$ cat src/rtl/stack_seq_pkg.sv
// Shared types and default geometry for the stack sequencer.
// Build option: define STACK_PEEK_EN to add the non-destructive PEEK state.
package stack_seq_pkg;

  localparam int unsigned PTR_W_DEF       = 9;
  localparam int unsigned DATA_W_DEF      = 8;
  localparam logic [8:0]  STACK_BASE_DEF  = 9'h100;
  localparam int unsigned STACK_DEPTH_DEF = 256;

  typedef enum logic [1:0] {
    SOP_NOP  = 2'd0,
    SOP_PUSH = 2'd1,
    SOP_POP  = 2'd2,
    SOP_PEEK = 2'd3
  } stack_op_t;

`ifdef STACK_PEEK_EN
  typedef enum logic [1:0] {StIdle, StWr, StRd, StPk} seq_state_t;
`else
  typedef enum logic [1:0] {StIdle, StWr, StRd} seq_state_t;
`endif

endpackage

$ cat src/rtl/stack_seq_if.sv
// Decoded-op channel plus single-port data-memory channel of the stack sequencer.
// master = sequencer side, slave = issuer/memory side.
interface stack_seq_if #(
  parameter int unsigned PTR_W  = stack_seq_pkg::PTR_W_DEF,
  parameter int unsigned DATA_W = stack_seq_pkg::DATA_W_DEF
);
  import stack_seq_pkg::*;

  logic              op_valid;
  stack_op_t         op_kind;
  logic [DATA_W-1:0] op_wdata;
  logic              op_ready;
  logic              done;
  logic [DATA_W-1:0] rdata;
  logic              rdata_valid;
  logic              mem_req;
  logic              mem_we;
  logic [PTR_W-1:0]  mem_addr;
  logic [DATA_W-1:0] mem_wdata;
  logic              mem_ack;
  logic [DATA_W-1:0] mem_rdata;

  modport master (
    input  op_valid, op_kind, op_wdata, mem_ack, mem_rdata,
    output op_ready, done, rdata, rdata_valid, mem_req, mem_we, mem_addr, mem_wdata
  );

  modport slave (
    output op_valid, op_kind, op_wdata, mem_ack, mem_rdata,
    input  op_ready, done, rdata, rdata_valid, mem_req, mem_we, mem_addr, mem_wdata
  );

endinterface

$ cat src/rtl/stack_ptr_reg.sv
// Stack pointer register with increment/decrement/hold and empty/full flags.
module stack_ptr_reg
  import stack_seq_pkg::*;
#(
  parameter int unsigned      PTR_W       = PTR_W_DEF,
  parameter logic [PTR_W-1:0] STACK_BASE  = STACK_BASE_DEF,
  parameter int unsigned      STACK_DEPTH = STACK_DEPTH_DEF
) (
  input  logic             clk,
  input  logic             rst_n,
  input  logic             inc_i,
  input  logic             dec_i,
  output logic [PTR_W-1:0] ptr_o,
  output logic             empty_o,
  output logic             full_o
);

  // Full marker is BASE + DEPTH taken to PTR_W bits; at the defaults 0x200 aliases to 0x000,
  // which is still distinct from the empty value, so the bounds checks stay exact.
  localparam logic [PTR_W-1:0] FullPtr = PTR_W'(32'(STACK_BASE) + STACK_DEPTH);

  logic [PTR_W-1:0] ptr_q, ptr_d;

  assign ptr_o   = ptr_q;
  assign empty_o = (ptr_q == STACK_BASE);
  assign full_o  = (ptr_q == FullPtr);

  always_comb begin
    ptr_d = ptr_q;
    if (inc_i && !full_o) begin
      ptr_d = ptr_q + PTR_W'(1);
    end else if (dec_i && !empty_o) begin
      ptr_d = ptr_q - PTR_W'(1);
    end
  end

  always_ff @(posedge clk) begin
    if (!rst_n) begin
      ptr_q <= STACK_BASE;
    end else begin
      ptr_q <= ptr_d;
    end
  end

endmodule

$ cat src/rtl/stack_seq.sv
// Stack op sequencer: bounds checks, pointer ownership and memory req/ack handshake.
// Build option: STACK_PEEK_EN enables SOP_PEEK via state StPk; otherwise PEEK retires as NOP.
module stack_seq
  import stack_seq_pkg::*;
#(
  parameter int unsigned      PTR_W       = PTR_W_DEF,
  parameter int unsigned      DATA_W      = DATA_W_DEF,
  parameter logic [PTR_W-1:0] STACK_BASE  = STACK_BASE_DEF,
  parameter int unsigned      STACK_DEPTH = STACK_DEPTH_DEF
) (
  input  logic             clk,
  input  logic             rst_n,
  stack_seq_if.master      bus,
  input  logic             err_clr_i,
  output logic [PTR_W-1:0] stack_ptr_o,
  output logic             err_overflow_o,
  output logic             err_underflow_o
);

  seq_state_t        state_q;
  logic              mem_req_q, mem_we_q, done_q, rdata_valid_q;
  logic              err_ovf_q, err_unf_q;
  logic [PTR_W-1:0]  mem_addr_q;
  logic [DATA_W-1:0] mem_wdata_q, rdata_q;
  logic [PTR_W-1:0]  ptr;
  logic              ptr_inc, ptr_dec, empty, full;

  assign ptr_inc = (state_q == StWr) && bus.mem_ack;
  assign ptr_dec = (state_q == StRd) && bus.mem_ack;

  stack_ptr_reg #(
    .PTR_W       (PTR_W),
    .STACK_BASE  (STACK_BASE),
    .STACK_DEPTH (STACK_DEPTH)
  ) u_ptr (
    .clk     (clk),
    .rst_n   (rst_n),
    .inc_i   (ptr_inc),
    .dec_i   (ptr_dec),
    .ptr_o   (ptr),
    .empty_o (empty),
    .full_o  (full)
  );

  always_ff @(posedge clk) begin
    if (!rst_n) begin
      state_q       <= StIdle;
      mem_req_q     <= 1'b0;
      mem_we_q      <= 1'b0;
      mem_addr_q    <= '0;
      mem_wdata_q   <= '0;
      rdata_q       <= '0;
      done_q        <= 1'b0;
      rdata_valid_q <= 1'b0;
      err_ovf_q     <= 1'b0;
      err_unf_q     <= 1'b0;
    end else begin
      done_q        <= 1'b0;
      rdata_valid_q <= 1'b0;
      // Later set assignments below override this, so a coincident new error wins.
      if (err_clr_i) begin
        err_ovf_q <= 1'b0;
        err_unf_q <= 1'b0;
      end
      unique case (state_q)
        StIdle: begin
          if (bus.op_valid) begin
            unique case (bus.op_kind)
              SOP_PUSH: begin
                if (full) begin
                  err_ovf_q <= 1'b1;
                  done_q    <= 1'b1;
                end else begin
                  mem_addr_q  <= ptr;
                  mem_wdata_q <= bus.op_wdata;
                  mem_we_q    <= 1'b1;
                  mem_req_q   <= 1'b1;
                  state_q     <= StWr;
                end
              end
              SOP_POP: begin
                if (empty) begin
                  err_unf_q <= 1'b1;
                  done_q    <= 1'b1;
                end else begin
                  mem_addr_q <= ptr - PTR_W'(1);
                  mem_we_q   <= 1'b0;
                  mem_req_q  <= 1'b1;
                  state_q    <= StRd;
                end
              end
`ifdef STACK_PEEK_EN
              SOP_PEEK: begin
                if (empty) begin
                  err_unf_q <= 1'b1;
                  done_q    <= 1'b1;
                end else begin
                  mem_addr_q <= ptr - PTR_W'(1);
                  mem_we_q   <= 1'b0;
                  mem_req_q  <= 1'b1;
                  state_q    <= StPk;
                end
              end
`endif
              default: done_q <= 1'b1;
            endcase
          end
        end
        StWr: begin
          if (bus.mem_ack) begin
            mem_req_q <= 1'b0;
            mem_we_q  <= 1'b0;
            done_q    <= 1'b1;
            state_q   <= StIdle;
          end
        end
        StRd: begin
          if (bus.mem_ack) begin
            rdata_q       <= bus.mem_rdata;
            mem_req_q     <= 1'b0;
            done_q        <= 1'b1;
            rdata_valid_q <= 1'b1;
            state_q       <= StIdle;
          end
        end
`ifdef STACK_PEEK_EN
        StPk: begin
          if (bus.mem_ack) begin
            rdata_q       <= bus.mem_rdata;
            mem_req_q     <= 1'b0;
            done_q        <= 1'b1;
            rdata_valid_q <= 1'b1;
            state_q       <= StIdle;
          end
        end
`endif
        default: state_q <= StIdle;
      endcase
    end
  end

  assign bus.op_ready    = (state_q == StIdle);
  assign bus.done        = done_q;
  assign bus.rdata       = rdata_q;
  assign bus.rdata_valid = rdata_valid_q;
  assign bus.mem_req     = mem_req_q;
  assign bus.mem_we      = mem_we_q;
  assign bus.mem_addr    = mem_addr_q;
  assign bus.mem_wdata   = mem_wdata_q;

  assign stack_ptr_o     = ptr;
  assign err_overflow_o  = err_ovf_q;
  assign err_underflow_o = err_unf_q;

endmodule

$ cat src/flat_wrapper.sv
// flat-port wrapper written by rule: the top's interface ports become plain ports
module stack_seq_flat import stack_seq_pkg::*;
#(
  parameter int unsigned      PTR_W       = PTR_W_DEF,
  parameter int unsigned      DATA_W      = DATA_W_DEF,
  parameter logic [PTR_W-1:0] STACK_BASE  = STACK_BASE_DEF,
  parameter int unsigned      STACK_DEPTH = STACK_DEPTH_DEF
)
  (clk, rst_n, err_clr_i, stack_ptr_o, err_overflow_o, err_underflow_o, bus_op_valid, bus_op_kind, bus_op_wdata, bus_mem_ack, bus_mem_rdata, bus_op_ready, bus_done, bus_rdata, bus_rdata_valid, bus_mem_req, bus_mem_we, bus_mem_addr, bus_mem_wdata);
  stack_seq_if #(.PTR_W(PTR_W), .DATA_W(DATA_W)) bus_i ();
  input  logic clk;
  input  logic rst_n;
  input  logic err_clr_i;
  output logic [PTR_W-1:0] stack_ptr_o;
  output logic err_overflow_o;
  output logic err_underflow_o;
  input wire logic [$bits(bus_i.op_valid)-1:0] bus_op_valid;
  input wire logic [$bits(bus_i.op_kind)-1:0] bus_op_kind;
  input wire logic [$bits(bus_i.op_wdata)-1:0] bus_op_wdata;
  input wire logic [$bits(bus_i.mem_ack)-1:0] bus_mem_ack;
  input wire logic [$bits(bus_i.mem_rdata)-1:0] bus_mem_rdata;
  output wire logic [$bits(bus_i.op_ready)-1:0] bus_op_ready;
  output wire logic [$bits(bus_i.done)-1:0] bus_done;
  output wire logic [$bits(bus_i.rdata)-1:0] bus_rdata;
  output wire logic [$bits(bus_i.rdata_valid)-1:0] bus_rdata_valid;
  output wire logic [$bits(bus_i.mem_req)-1:0] bus_mem_req;
  output wire logic [$bits(bus_i.mem_we)-1:0] bus_mem_we;
  output wire logic [$bits(bus_i.mem_addr)-1:0] bus_mem_addr;
  output wire logic [$bits(bus_i.mem_wdata)-1:0] bus_mem_wdata;
  assign bus_i.op_valid = bus_op_valid;
  assign bus_i.op_kind = bus_op_kind;
  assign bus_i.op_wdata = bus_op_wdata;
  assign bus_i.mem_ack = bus_mem_ack;
  assign bus_i.mem_rdata = bus_mem_rdata;
  assign bus_op_ready = bus_i.op_ready;
  assign bus_done = bus_i.done;
  assign bus_rdata = bus_i.rdata;
  assign bus_rdata_valid = bus_i.rdata_valid;
  assign bus_mem_req = bus_i.mem_req;
  assign bus_mem_we = bus_i.mem_we;
  assign bus_mem_addr = bus_i.mem_addr;
  assign bus_mem_wdata = bus_i.mem_wdata;
  stack_seq #(.PTR_W(PTR_W), .DATA_W(DATA_W), .STACK_BASE(STACK_BASE), .STACK_DEPTH(STACK_DEPTH)) u_core (.clk(clk), .rst_n(rst_n), .bus(bus_i), .err_clr_i(err_clr_i), .stack_ptr_o(stack_ptr_o), .err_overflow_o(err_overflow_o), .err_underflow_o(err_underflow_o));
endmodule
$ cat config.mk
export PLATFORM = sky130hd
export DESIGN_NAME = stack_seq_flat
export DESIGN_NICKNAME = d
export VERILOG_FILES = /design/src/rtl/stack_seq_pkg.sv /design/src/rtl/stack_seq_if.sv /design/src/rtl/stack_ptr_reg.sv /design/src/rtl/stack_seq.sv /design/src/flat_wrapper.sv
export SDC_FILE = /design/constraint.sdc
export NUM_CORES = 1
export LEC_CHECK = 0
export BUFFER_PORTS_ARGS = -buffer_cell sky130_fd_sc_hd__buf_4
export CELL_PAD_IN_SITES_DETAIL_PLACEMENT = 0
export CELL_PAD_IN_SITES_GLOBAL_PLACEMENT = 1
export CORE_MARGIN = 10
export CORE_UTILIZATION = 38
export DETAILED_ROUTE_END_ITERATION = 10
export GPL_ROUTABILITY_DRIVEN = 0
export PLACE_DENSITY_LB_ADDON = 0.1
export SKIP_LAST_GASP = 1
export SYNTH_ARGS = -nofsm -noshare
export SYNTH_HDL_FRONTEND = slang
export SYNTH_HIERARCHICAL = 1
export SYNTH_SLANG_ARGS = --single-unit
$ cat constraint.sdc
create_clock -name clk -period 3.7 [get_ports clk]
set_clock_uncertainty 0.05 [all_clocks]
set_input_delay 0 -clock clk [delete_from_list [all_inputs] [get_ports clk]]
set_output_delay 0 -clock clk [all_outputs]
set_load 0.005 [all_outputs]
# == Word-level counts from Yosys, hierarchy flattened ==
# Index checks and enable logic that the tools add are counted.
# word_totals
reg_bits,42
wordCells,84
# op_classes
addsub,2
n_eq_ne,13
mux,37
bitwise_logic,1
n_reduce_logical,20
# op_table
op,count
9-bit 2-to-1 mux,4
1-bit 2-to-1 mux,20
9-bit case mux with 2 select lines,1
1-bit case mux with 2 select lines,6
6-bit AND reduction,2
5-bit AND reduction,2
9-bit by 1-bit adder with 9-bit output (second input constant),1
9-bit equality test (second input constant),1
9-bit logical NOT,1
9-bit by 1-bit subtractor with 9-bit output (second input constant),1
2-bit 2-to-1 mux,4
2-bit inequality test (second input constant),4
2-bit case mux with 2 select lines,2
2-bit nonzero test,4
3-bit inequality test (second input constant),2
2-bit by 1-bit equality test with 1-bit output (second input constant),2
2-bit equality test (second input constant),2
1-bit logical AND,4
2-bit AND reduction,2
4-bit AND reduction,1
3-bit by 1-bit inequality test with 1-bit output (second input constant),1
1-bit logical NOT,2
2-bit logical NOT,1
2-bit by 1-bit inequality test with 1-bit output (second input constant),1
other kinds (2),2

# == Logic depth before layout (Yosys ltp) ==
# Gate-level depths: netlist of the first run.
# logic_depth
word_depth,5
ltp_mapped,11
depth_no_buf,11

# == Cells and area by module ==
# The synthesis of the first run kept the hierarchy.
# by_module_without_submodules
module,instances,cells_per_inst,area_per_inst_um2,seq_area_each_um2
stack_seq,1,174,1516.5,660.6
stack_ptr_reg,1,87,748.2,180.2

# == Least setup slack after synthesis of the first run ==
# No wires, ideal clock.
# synth_path
path_type,flip-flop to flip-flop
start,register u_core.u_ptr.ptr_q[5] (netlist: u_core/u_ptr/ptr_o[5])
end,register u_core.u_ptr.ptr_q[8] (netlist: u_core/u_ptr/ptr_o[8])
setup_time_ps,136
arrival_time_ps,2895
required_time_ps,3514
slack_ps,619
path_stages_with_launch,10
path_buffers,0
period_less_slack_ps,3081
path_cell_list,dfxtp_1 or4_4 nor3_1 nand2b_1 ha_1 a21o_1 a31o_1 or3_1 o211ai_1 o2111ai_1
# synth_via
elab_chain_cells,4
# synth_lines
item,line,source
from (decl),stack_ptr_reg.sv:22,"logic [PTR_W-1:0] ptr_q, ptr_d;"
from (signal assigned),stack_ptr_reg.sv:41,ptr_q <= ptr_d;
9-bit logical NOT (*),stack_ptr_reg.sv:26,assign full_o = (ptr_q == FullPtr);
named net u_core.full,stack_seq.sv:26,"logic ptr_inc, ptr_dec, empty, full;"
1-bit logical NOT (*),stack_ptr_reg.sv:30,if (inc_i && !full_o) begin
1-bit logical AND (*),stack_ptr_reg.sv:30,
9-bit 2-to-1 mux / 2-bit nonzero test (equally long branches),n/a,
# The timed path passes the listed nets; every way through them passes the cells marked *. The select of a mux whose other input is x is not followed.
# A chain may end at the register's enable or synchronous reset.

# == Worst setup path in the final report of the first run ==
# Ends and elaborated chain as after synthesis.

==> results of run 1 <==
## power by group through the flow
stage / Combinational [mW] / Clock, mW / Sequential [mW]
global route: 0.222 / 0.392 / 0.486
global placement: 0.185 / 0 / 0.493
floorplan: 0.111 / 0 / 0.495
CTS: 0.203 / 0.378 / 0.484
finish: 0.201 / 0.359 / 0.483
detailed placement: 0.185 / 0 / 0.494
## routing by layer
metal	GRT usage, %	vias to the layer above
met5	0	-
met4	4.200	0
met3	4.908	6
met2	21.86	43
met1	15.17	993
li1	-	1101
## flip-flops by register name (all words and copies together), names as in the netlist
signal	cells
u_core/bus.mem_addr	9
u_core/u_ptr/ptr_o	9
u_core/bus.mem_wdata	8
u_core/bus.rdata	8
u_core/state_q	2
u_core/bus.done	1
u_core/bus.mem_req	1
u_core/bus.mem_we	1
u_core/bus.rdata_valid	1
u_core/err_overflow_o	1
u_core/err_underflow_o	1
## kinds of logic after synthesis
logic type                 count (synthesis)  synth area share, %
AOI/OAI and AO/OA                         61                18.45
xor gates and xnor gates                  13                5.028
adders and majority gates                 15                8.619
buffers and inverters                     20                4.032
DFF                                       42                37.13
muxes                                      7                3.149
and+or+nand+nor                          103                23.59
## synthesized netlist by cell type (2+ instances only)
library cell	number	share of area, %
and2_1	3	0.83
nor2_1	19	3.1
nand2_1	43	7.1
buf_6	2	0.99
o31a_1	2	0.77
nand2b_1	6	1.7
dfxtp_1	42	37
nand4_1	3	0.83
o21ai_2	2	0.77
nand3_1	4	0.88
nor3b_2	2	1.1
or4_4	2	0.99
nor3_1	8	1.8
a21o_1	4	1.3
buf_1	2	0.33
xor2_1	5	1.9
a21oi_2	2	0.77
xnor2_1	8	3.1
ha_1	14	7.7
inv_1	12	2.0
o21ai_0	5	1.1
mux2i_1	6	2.7
a211oi_1	6	2.0
a21oi_1	23	5.1
## worst min-delay path: stages
cell,delay (ns)
buf_4,0.11
a2bb2oi_1,0.07
nor3_1,0.14
## path summary, 6_finish.rpt
check / from / to / slack [ns] / depth (start not counted)
worst max-delay path: u_core/u_ptr/ptr_o[5] / u_core/u_ptr/ptr_o[8] / 0.39 / 11
worst min-delay path: bus_mem_ack / u_core/bus.done / 0.02 / 3
worst max register to register: u_core/u_ptr/ptr_o[5] / u_core/u_ptr/ptr_o[8] / 0.39 / 11
worst min register to register: u_core/bus.mem_wdata[0] / u_core/bus.mem_wdata[0] / 0.41 / 2
## area by class of cell
cell class / instances / area [um^2]
fillers: 584 / 2714
multi-input cells: 199 / 1333
flip-flops and latches: 42 / 840.8
repair buffers: 88 / 710.7
well taps: 75 / 93.84
clock buffers: 7 / 76.32
inverters: 14 / 52.55
clock inverters: 1 / 30.03
==> impl_metrics.yaml, run 1 <==
synthesis:
  yosys_warnings: 6
  synth-edff-count: 0
  ys_types: 60
  synth_nets: 299
  ys_seq_area_share_pct: 37.13
  ys_async_sr_fraction_pct: 0
  synth_ff_type: "dfxtp_1"
  ys_ff_latch: 42
  postSynthCellCount: 261
  syn_area_per_cell_um2: 8.677
  synth_area_um2: 2265
timing:
  max_slew.worst_pin.slew_ns: 0.6926
  rsz0062_at_grt: "no"
  hold_slack_ns: 0.02214
  final-max-slew-violation-count: 0
  hold_viol: 0
  fin_crit_sh_pct: 89.46
  clock.fmax_mhz: 302.1
  setup_viol: 0
  setup_slack_ns: 0.3900
  fin_tns_setup_ns: 0
  min_period_ns: 3.310
  max-slew-margin-rel_pct: 53.68
setup_path:
  critical_path_class: "reg2reg"
  cp_data_arrival_time_ns: 3.48
  crit_top_cell: "nand2b_1"
  crit_path_max_incr_delay_ns: 0.59
  critPathBufInv: 2
  cpLargestDelayFamily: "simple AND/OR/NAND/NOR gates"
  worstPathRequired_ns: 3.87
  critPathLaunchType: "flip-flop"
  slowest_stage: "or4_4"
  crit_fanout: 8
  worstPathCellList: "or4_4 > nor3_1 > buf_4 > nand2b_1 > inv_1 > fa_1 > nand2b_1 > a211oi_1 > nor2_1 > o31a_1 > o2111ai_1"
  worstSetupEndpointType: "flip-flop"
detailed_routing:
  viasPerCell: 5.031
  dr.pass1.iters: 4
  top_layer: "met4"
  wl_per_cell_um: 15.13
  routed_wl_um: 6445
  drc_errors: 0
  met3_length_um: 418
  vias: 2143
  postRouteAntennaNets: 0
  met1Wirelength_um: 2811
  wl_met2_um: 3158
  drtIter0Drc: 75
clock_network:
  worstSkewPairLatency_ns: 0.29
  cts_root_buf: "clkbuf_8"
  cts_tree: "done"
  htreeDepth: 2
  clock-sinks: 42
  cts_hold_buf: 20
  postCtsSetupBuffers: 0
  cts.path.max_buffers: 2
  clkTransAtPathRegs_ns: 0.08
  post_cts_resized: 0
  cts_buffers: 5
power_and_ir_drop:
  p_total_mw: 1.044
  clockPowerShare_pct: 34.4
  power_leakage_nw: 1.354
  internal-power_uw: 777.2
  swShare_pct: 25.53
  peakVddDrop_v: 0.0001508
  p_sw_uw: 266.5
  p_per_area_nw_per_um2: 332.7
  p_seq_share_pct: 46.3
  p_comb_share_pct: 19.3
finish:
  fin_util_pct: 53.61
  final_cell_mix: "buf_4 (68), nand2_1 (43), dfxtp_1 (42)"
  drive_gt1_share_pct: 25.36
  syn_to_final_growth_pct: 38.51
  layout_commonest_cell: "buf_4"
  layout.nets: 388
  antenna-diode-count: 0
  final_cell_area_um2: 3137
  final_cell_count_no_fill: 426
grt:
  grt_max_degree: 29
  grt_use_total_pct: 13.15
  grt_overflow_total: 0
  grt_pass1_wl_um: 10450
  grt_pass1_vias: 2138
  grt_antenna_before_repair: 0
floorplan:
  initial_core_util_pct: 38.71
  dieHeight_um: 97.20
  die_x_um: 97.20
  boundaryPins: 64
  coreArea_um2: 5851
  die_area_um2: 9448
  rows: 28
placed_design:
  hpwl_um: 4645
  io_buffers: 63
  dp_cells: 398
  placed_cell_area_um2: 2830
  pre_cts_ws_ns: 0.4431
status:
  status: "finished, final reports clean"
flow_run:
  maxCapViolCount: 0
hold_path:
  hold_class: "in2reg"
No activity file was read; power rests on OpenSTA's default activity.
==> inputs of run 2 (changes only) <==
--- a/config.mk
+++ b/config.mk
@@ -8,12 +8,14 @@
 export BUFFER_PORTS_ARGS = -buffer_cell sky130_fd_sc_hd__buf_4
 export CELL_PAD_IN_SITES_DETAIL_PLACEMENT = 0
 export CELL_PAD_IN_SITES_GLOBAL_PLACEMENT = 1
+export CORE_ASPECT_RATIO = 1.25
 export CORE_MARGIN = 10
 export CORE_UTILIZATION = 38
 export DETAILED_ROUTE_END_ITERATION = 10
 export GPL_ROUTABILITY_DRIVEN = 0
 export PLACE_DENSITY_LB_ADDON = 0.1
 export SKIP_LAST_GASP = 1
+export SLEW_MARGIN = 30
 export SYNTH_ARGS = -nofsm -noshare
 export SYNTH_HDL_FRONTEND = slang
 export SYNTH_HIERARCHICAL = 1
==> constraint.sdc (replaced) <==
create_clock -name clk -period 3.7 [get_ports clk]
set_clock_uncertainty 0.05 [all_clocks]
set_input_delay 0.925 -clock clk [delete_from_list [all_inputs] [get_ports clk]]
set_output_delay 0.925 -clock clk [all_outputs]
set_load 0.005 [all_outputs]
==> run 2 against run 1 <==
Net effect: wire length fell by 2.6%; count of clock-buffer cells in the layout fell by 2; power fell by 1.5%; largest power group unchanged; sequential share of layout area rose by 1.7 points; final cell count fell by 6.1%; highest routed layer unchanged.
==> impl_metrics.yaml, run 2 (same netlist as run 1, synthesis figures left out) <==
status:
  status: "finished, final reports clean"
power_and_ir_drop:
  p_total_mw: 1.029
  p_sw_uw: 266.5
  clockPowerShare_pct: 34.8
  swShare_pct: 25.91
  p_per_area_nw_per_um2: 348.6
  p_comb_share_pct: 18.3
  p_seq_share_pct: 47.0
  internal-power_uw: 762.1
  peakVddDrop_v: 0.0001987
  power_leakage_nw: 1.290
clock_network:
  htreeDepth: 2
  cts_root_buf: "clkbuf_8"
  cts.path.max_buffers: 2
  worstSkewPairLatency_ns: 0.29
  clkTransAtPathRegs_ns: 0.08
  post_cts_resized: 0
  cts_hold_buf: 0
  cts_tree: "done"
  cts_buffers: 5
  clock-sinks: 42
  postCtsSetupBuffers: 0
timing:
  clock.fmax_mhz: 302.0
  max-slew-margin-rel_pct: 56.83
  setup_viol: 0
  hold_slack_ns: 0.4078
  rsz0062_at_grt: "no"
  max_slew.worst_pin.slew_ns: 0.6455
  fin_crit_sh_pct: 89.49
  min_period_ns: 3.311
  fin_tns_setup_ns: 0
  final-max-slew-violation-count: 0
  hold_viol: 0
detailed_routing:
  drtIter0Drc: 79
  drc_errors: 0
  routed_wl_um: 6275
  postRouteAntennaNets: 0
  vias: 2115
  wl_per_cell_um: 15.69
  dr.pass1.iters: 4
  viasPerCell: 5.288
floorplan:
  dieHeight_um: 106.3
  coreArea_um2: 5779
  initial_core_util_pct: 39.19
  die_area_um2: 9467
  boundaryPins: 64
  rows: 31
  die_x_um: 89.05
grt:
  grt_max_degree: 29
  grt_use_total_pct: 13.26
  grt_pass1_wl_um: 10140
  grt_pass1_vias: 2030
  grt_antenna_before_repair: 0
  grt_overflow_total: 0
setup_path:
  slowest_stage: "or4_4"
  cp_data_arrival_time_ns: 3.48
  crit_top_cell: "nand2b_1"
  crit_fanout: 8
  worstPathCellList: "or4_4 > nor3_1 > buf_4 > nand2b_1 > inv_1 > fa_1 > nand2b_1 > a211oi_1 > nor2_1 > o31a_1 > o2111ai_1"
  worstSetupEndpointType: "flip-flop"
  critPathLaunchType: "flip-flop"
  cpLargestDelayFamily: "simple AND/OR/NAND/NOR gates"
  critPathBufInv: 2
  critical_path_class: "reg2reg"
  worstPathRequired_ns: 3.87
  crit_path_max_incr_delay_ns: 0.59
finish:
  register_area_um2: 840.8
  layout.nets: 371
  fin_util_pct: 51.05
  antenna-diode-count: 0
  drive_gt1_share_pct: 28.14
  final_cell_area_um2: 2950
  final_cell_mix: "buf_4 (71), nand2_1 (43), dfxtp_1 (42)"
  nFillCells: 579
  syn_to_final_growth_pct: 30.28
  layout_commonest_cell: "buf_4"
  multiInputGateArea_um2: 1333
placed_design:
  io_buffers: 63
  hpwl_um: 4801
  placed_cell_area_um2: 2841
flow_run:
  maxCapViolCount: 0
hold_path:
  hold_class: "reg2reg"
run 2: power groups by stage:
stage / Sequential (mW) / Combinational [mW] / Clock [mW]
2_1_floorplan: 0.495 / 0.111 / 0
3_3_place_gp: 0.494 / 0.189 / 0
3_5_place_dp: 0.494 / 0.188 / 0
4_1_cts: 0.484 / 0.189 / 0.373
5_1_grt: 0.486 / 0.209 / 0.388
6_report: 0.483 / 0.188 / 0.358
run 2: path summary, 6_finish.rpt:
kind                                               from                       to  slack, ns  cells after the start
worst max register to register    u_core/u_ptr/ptr_o[5]    u_core/u_ptr/ptr_o[8]       0.39                     11
worst max-delay path              u_core/u_ptr/ptr_o[5]    u_core/u_ptr/ptr_o[8]       0.39                     11
worst min register to register  u_core/bus.mem_wdata[4]  u_core/bus.mem_wdata[4]       0.41                      2
worst min-delay path            u_core/bus.mem_wdata[4]  u_core/bus.mem_wdata[4]       0.41                      2
run 2: cell type report:
| cell class | count | share of cell area (%) |
|---|---|---|
| well taps | 66 | 2.799 |
| flip-flops and latches | 42 | 28.50 |
| clock buffers | 5 | 2.332 |
| inverters | 14 | 1.781 |
| multi-input cells | 199 | 45.17 |
| clock inverters | 3 | 1.357 |
| repair buffers | 71 | 18.07 |
run 2: worst register-to-register path, stage by stage, from the launching register on:
cell,delay [ns]
dfxtp_1,0.40
or4_4,0.59
nor3_1,0.19
buf_4,0.16
nand2b_1,0.32
inv_1,0.10
fa_1,0.40
nand2b_1,0.19
a211oi_1,0.30
nor2_1,0.13
o31a_1,0.25
o2111ai_1,0.16
run 2: stage by stage:
| step | std cells | setup slack (ns) |
|---|---|---|
| after floorplan | 261 | 0.6189 |
| after detailed placement | 392 | 0.4299 |
| final | 400 | 0.3888 |
| after global placement | 392 | 0.5139 |
| after CTS | 400 | 0.4073 |
| after global routing | 400 | 0.1330 |
run 2: per-layer routing:
layer	vias up	global-route usage [%]	share of wire, %
met4	0	5.467	1.9
met3	8	3.667	6.8
met5	-	0	0
li1	1070	-	-
met2	53	21.95	48
met1	984	15.58	43
